==> config.mk <==
export PLATFORM = sky130hd
export DESIGN_NAME = pipeline_hazard_controller
export DESIGN_NICKNAME = d
export VERILOG_FILES = /design/src/rtl/pipeline_hazard_controller.sv
export SDC_FILE = /design/constraint.sdc
export NUM_CORES = 1
export LEC_CHECK = 0
export ABC_AREA = 0
export BUFFER_PORTS_ARGS = -buffer_cell sky130_fd_sc_hd__buf_2
export CAP_MARGIN = 20
export CORE_MARGIN = 2
export CORE_UTILIZATION = 39
export DETAILED_ROUTE_END_ITERATION = 8
export MAX_ROUTING_LAYER = met4
export PLACE_DENSITY = 0.84
export REMOVE_ABC_BUFFERS = 1
export SYNTH_ARGS = -nofsm -noshare
export SYNTH_HDL_FRONTEND = slang
export SYNTH_SLANG_ARGS = --single-unit
export TNS_END_PERCENT = 50
==> constraint.sdc <==
create_clock -name CLK -period 5.2 [get_ports CLK]
set_input_delay 1.56 -clock CLK [delete_from_list [all_inputs] [get_ports CLK]]
set_output_delay 1.56 -clock CLK [all_outputs]
set_load 0.05 [all_outputs]
==> src/rtl/pipeline_hazard_controller.sv <==
// Stall/flush sequencer for the 5-stage RV32 pipeline: load-use stalls, branch squash, memory freeze.
// Optional performance counters are built only when HAZARD_STATS_EN is defined.
module pipeline_hazard_controller #(
    parameter int LOAD_STALL_CYCLES = 1
) (
    input  logic        CLK,
    input  logic        RESET,
    input  logic [4:0]  ID_RS1,
    input  logic [4:0]  ID_RS2,
    input  logic        ID_USES_RS1,
    input  logic        ID_USES_RS2,
    input  logic [4:0]  EX_RD,
    input  logic        EX_MEM_READ,
    input  logic        BRANCH_TAKEN,
    input  logic        IMEM_BUSYWAIT,
    input  logic        DMEM_BUSYWAIT,
    output logic        PC_WRITE_EN,
    output logic        IF_ID_HOLD,
    output logic        IF_ID_FLUSH,
    output logic        ID_EX_BUBBLE,
    output logic        GLOBAL_HOLD,
    output logic [1:0]  CTRL_STATE,
    output logic [31:0] STALL_COUNT,
    output logic [31:0] FLUSH_COUNT
);
    localparam int STALL_CYC = (LOAD_STALL_CYCLES < 1 || LOAD_STALL_CYCLES > 3) ? 1 : LOAD_STALL_CYCLES;
    localparam logic [1:0] STALL_INIT = 2'(STALL_CYC - 1);

    typedef enum logic [1:0] {RUN = 2'b00, LOAD_STALL = 2'b01, FLUSH = 2'b10, MEM_WAIT = 2'b11} state_t;

    state_t     state, state_nxt;
    logic [1:0] cnt, cnt_nxt;
    logic       mem_busy, load_use;

    assign mem_busy    = IMEM_BUSYWAIT | DMEM_BUSYWAIT;
    assign load_use    = EX_MEM_READ && (EX_RD != 5'd0) &&
                         ((ID_USES_RS1 && EX_RD == ID_RS1) || (ID_USES_RS2 && EX_RD == ID_RS2));
    assign GLOBAL_HOLD = mem_busy && !RESET;
    assign CTRL_STATE  = state;

    always_comb begin
        PC_WRITE_EN  = 1'b1;
        IF_ID_HOLD   = 1'b0;
        IF_ID_FLUSH  = 1'b0;
        ID_EX_BUBBLE = 1'b0;
        state_nxt    = state;
        cnt_nxt      = cnt;
        if (mem_busy) begin
            PC_WRITE_EN = 1'b0;
            if (state == RUN)
                state_nxt = MEM_WAIT;
        end else begin
            case (state)
                LOAD_STALL: begin
                    PC_WRITE_EN  = 1'b0;
                    IF_ID_HOLD   = 1'b1;
                    ID_EX_BUBBLE = 1'b1;
                    cnt_nxt      = cnt - 2'd1;
                    if (cnt == 2'd1)
                        state_nxt = RUN;
                end
                FLUSH: state_nxt = RUN;
                default: begin
                    // A drained MEM_WAIT acts on whatever hazard the frozen pipeline now shows.
                    state_nxt = RUN;
                    if (BRANCH_TAKEN) begin
                        IF_ID_FLUSH  = 1'b1;
                        ID_EX_BUBBLE = 1'b1;
                        state_nxt    = FLUSH;
                    end else if (load_use) begin
                        PC_WRITE_EN  = 1'b0;
                        IF_ID_HOLD   = 1'b1;
                        ID_EX_BUBBLE = 1'b1;
                        if (STALL_CYC > 1) begin
                            state_nxt = LOAD_STALL;
                            cnt_nxt   = STALL_INIT;
                        end
                    end
                end
            endcase
        end
        if (RESET) begin
            PC_WRITE_EN  = 1'b0;
            IF_ID_HOLD   = 1'b0;
            IF_ID_FLUSH  = 1'b1;
            ID_EX_BUBBLE = 1'b1;
        end
    end

    always_ff @(posedge CLK or posedge RESET) begin
        if (RESET) begin
            state <= RUN;
            cnt   <= 2'd0;
        end else begin
            state <= state_nxt;
            cnt   <= cnt_nxt;
        end
    end

`ifdef HAZARD_STATS_EN
    logic [31:0] stall_q, flush_q;

    always_ff @(posedge CLK or posedge RESET) begin
        if (RESET) begin
            stall_q <= '0;
            flush_q <= '0;
        end else begin
            if (!PC_WRITE_EN && stall_q != '1)
                stall_q <= stall_q + 32'd1;
            // Outside reset the only source of IF_ID_FLUSH is a taken branch.
            if (IF_ID_FLUSH && flush_q != '1)
                flush_q <= flush_q + 32'd1;
        end
    end

    assign STALL_COUNT = stall_q;
    assign FLUSH_COUNT = flush_q;
`else
    assign STALL_COUNT = '0;
    assign FLUSH_COUNT = '0;
`endif
endmodule

==> flow_summary.ini <==
[routing]
drc_errors = 0
drt-pass1-iter-count = 3
route.final.wire_length_microns = 1460
wire_per_inst_microns = 8.19
drt.antenna.violating_nets = 0
detailed_router_s_first_iteration_violation_count = 2
num_vias = 638
vias_per_cell = 3.58

[synth]
yosys_warnings = 0
yosysTopAreaCellShare_pct = 51.1
synth_async_sr_flop_share_pct = 100
syn_avg_cell_area_sq_um = 7.90
synth.lib_cells_used.distinct = 26
syn-instance-count = 119
synth.area.top_cells = sky130_fd_sc_hd__buf_4 51%, sky130_fd_sc_hd__dfrtp_1 11%, sky130_fd_sc_hd__xor2_1 7.5%
synth_enable_flop_cells = 0
synth_ff_type = sky130_fd_sc_hd__dfrtp_1
post-synth-top-area-cell = sky130_fd_sc_hd__buf_4
synthesis.area_sq_um = 940
portion_of_the_post_synthesis_area_used_by_sequential_elements_pct = 10.7
synth-seq-cells = 4

[worst_setup_path]
criticalPathCategory = in2out
worstSetupEndpointType = output port
rr_worst_depth = 4
worstPathRequired_ns = 3.64
critPathLaunch = EX_RD[1]
startpoint_type = input port
critPathArrivalTime_ns = 2.87
r2r-end = cnt[1]$_DFFE_PP0P_
setup.reg_to_reg.worst_slack_ns = 3.96
top_fanout_value_on_the_critical_path = 3
reg2reg_from = CTRL_STATE[1]$_DFFE_PP0P_
worst_setup_path_endpoint = IF_ID_HOLD

[layout]
nFillCells = 248
areaGrowthSynthToFinish_pct = -4.39
fin_nets = 179
ff_latch_area_sq_um = 100
drive_gt1_share_pct = 25.3
area_of_the_multi_input_gates_sq_um = 573
antenna_cells = 0
finalInstanceArea_sq_um = 898

[clocking]
clock_sinks = 4
postCtsHoldBufs = 0
cts.htree.levels = 1
number_of_buffers_created_by_cts = 3
cts.root.buffer_cell = sky130_fd_sc_hd__clkbuf_4
post_cts_resize_count = 0
post-cts-setup-buffers = 0
clk_pin_slew_ns = 0.03
cts_max_path_buffers = 2
cts_tree = done
worstSkewPairLatency_ns = 0.23

[pwr]
vdd_drop_max_uv = 209
power.static_leakage_uw = 0.000534
cellPowerDensity_nw_per_um2 = 400

[sta]
fin_worst_hold_slack_ns = 0.474
clock_skew_ns = 0.00398
fin_setup_tns_ns = 0
post-route-period-util_pct = 85.1
rsz0062_at_grt = false
timing.final.hold_violations = 0
setup_violations = 0
max_freq_ghz = 0.226
finalMaxSlewViolations = 0
finalCriticalPeriod_ns = 4.43

[worst_hold_path]
hold_start = cnt[0]$_DFFE_PP0P_
hp-class = reg2reg

[die]
die_footprint_sq_um = 2820
total_number_of_placement_rows = 17
floorplan.initialDensity_pct = 41.7
core-area_sq_um = 2250
design.portCount = 94
die_w_microns = 53.1
dieHeight_microns = 53.1

[global_route]
grt_pass1_vias = 491
grt_remaining_overflow = 0
initial_antenna_violation_count = 0
maximum_number_of_pins_on_one_net_before_global_route_repair = 8
overall_global_routing_usage_pct = 9.38
grt_first_pass_wirelength_microns = 1900

[placement]
gp_routability_congestion = 0.816
placement.cell_area_sq_um = 876
hpwlAfterDp_microns = 1340
numPortBuffers = 29

[outcome]
run_status = finished clean

[flow_run]
maxCapViolCount = 0
## where the power goes
part	switching, uW	internal, uW	leakage [uW]
clock network	11.7	25.7	0.0000138
logic	208	54.6	0.000473
registers	12.8	46.9	0.0000472
## critical path, cell delays in order
cell and delay, ns:
sky130_fd_sc_hd__buf_2 0.12, sky130_fd_sc_hd__or4_1 0.55, sky130_fd_sc_hd__o21ai_2 0.19, sky130_fd_sc_hd__or3_1 0.14
sky130_fd_sc_hd__o22ai_1 0.07, sky130_fd_sc_hd__buf_2 0.23
## through the flow
stage	utilization, %	setup WS, ns	cells	total power [uW]
after global routing	39.8	0.689	178	385
final	39.8	0.773	178	359
after detailed placement	38.8	0.762	175	323
after CTS	39.8	0.762	178	363
after floorplan	-	0.634	118	281
after global placement	38.8	0.775	175	319
## layout by cell type, fill, tap and decap left out, drive strengths merged, types with 2 or more instances in the layout
cell,instances
conb,64
buf,29
xor2,8
inv,6
dfrtp,4
nor2,4
ha,4
a21oi,3
nand2,3
xnor2,3
clkbuf,3
o21ai,3
or2,2
nand3,2
nor4,2
## cells by family after synthesis
logic type	count (synthesis)	share of synthesized area, %
other	1	0.399
adders and majority gates	4	5.33
buffers and inverters	70	53.5
DFF	4	10.7
AOI/OAI and AO/OA	11	8.66
and+or+nand+nor	17	9.99
muxes	1	1.20
xor gates and xnor gates	11	10.3
## cells in the mapped netlist, types with 2 or more instances
library cell              count
sky130_fd_sc_hd__a21oi_1      3
sky130_fd_sc_hd__buf_4       64
sky130_fd_sc_hd__dfrtp_1      4
sky130_fd_sc_hd__ha_1         4
sky130_fd_sc_hd__inv_1        6
sky130_fd_sc_hd__nand2_1      3
sky130_fd_sc_hd__nand3_1      2
sky130_fd_sc_hd__nor2_1       4
sky130_fd_sc_hd__o21ai_0      2
sky130_fd_sc_hd__or2_2        2
sky130_fd_sc_hd__xnor2_1      3
sky130_fd_sc_hd__xor2_1       8
## worst min-delay path by stage
| stage | endpoint | slack [ns] | depth (start not counted) |
|---|---|---|---|
| 5_1_grt | cnt[0]$_DFFE_PP0P_ | 0.53 | 1 |
| 3_5_place_dp | cnt[0]$_DFFE_PP0P_ | 0.47 | 1 |
| 2_1_floorplan | cnt[0]$_DFFE_PP0P_ | 0.45 | 1 |
| 4_1_cts | cnt[0]$_DFFE_PP0P_ | 0.48 | 1 |
| 3_3_place_gp | cnt[0]$_DFFE_PP0P_ | 0.47 | 1 |
| 6_report | cnt[0]$_DFFE_PP0P_ | 0.47 | 1 |
## sequential cells by signal, indices dropped and copies added, names as in the netlist
| register | flops |
|---|---|
| CTRL_STATE | 2 |
| cnt | 2 |
## per-layer routing
layer,part of all wire (%),vias to the layer above,wire length [microns],track usage (%)
met5,0,-,0,-
met4,1.2,0,17,6.41
met2,57,42,833,16.0
met3,10,2,150,1.41
met1,31,279,457,9.91
li1,-,315,-,-
## cell type report
cell class | instances | area share [%]
Multi-Input combinational cell | 108 | 63.8
Timing Repair Buffer | 29 | 16.2
Sequential cell | 4 | 11.1
Tap cell | 28 | 3.90
Clock buffer | 3 | 2.51
Inverter | 6 | 2.51
No activity file was read; power rests on OpenSTA's default activity.
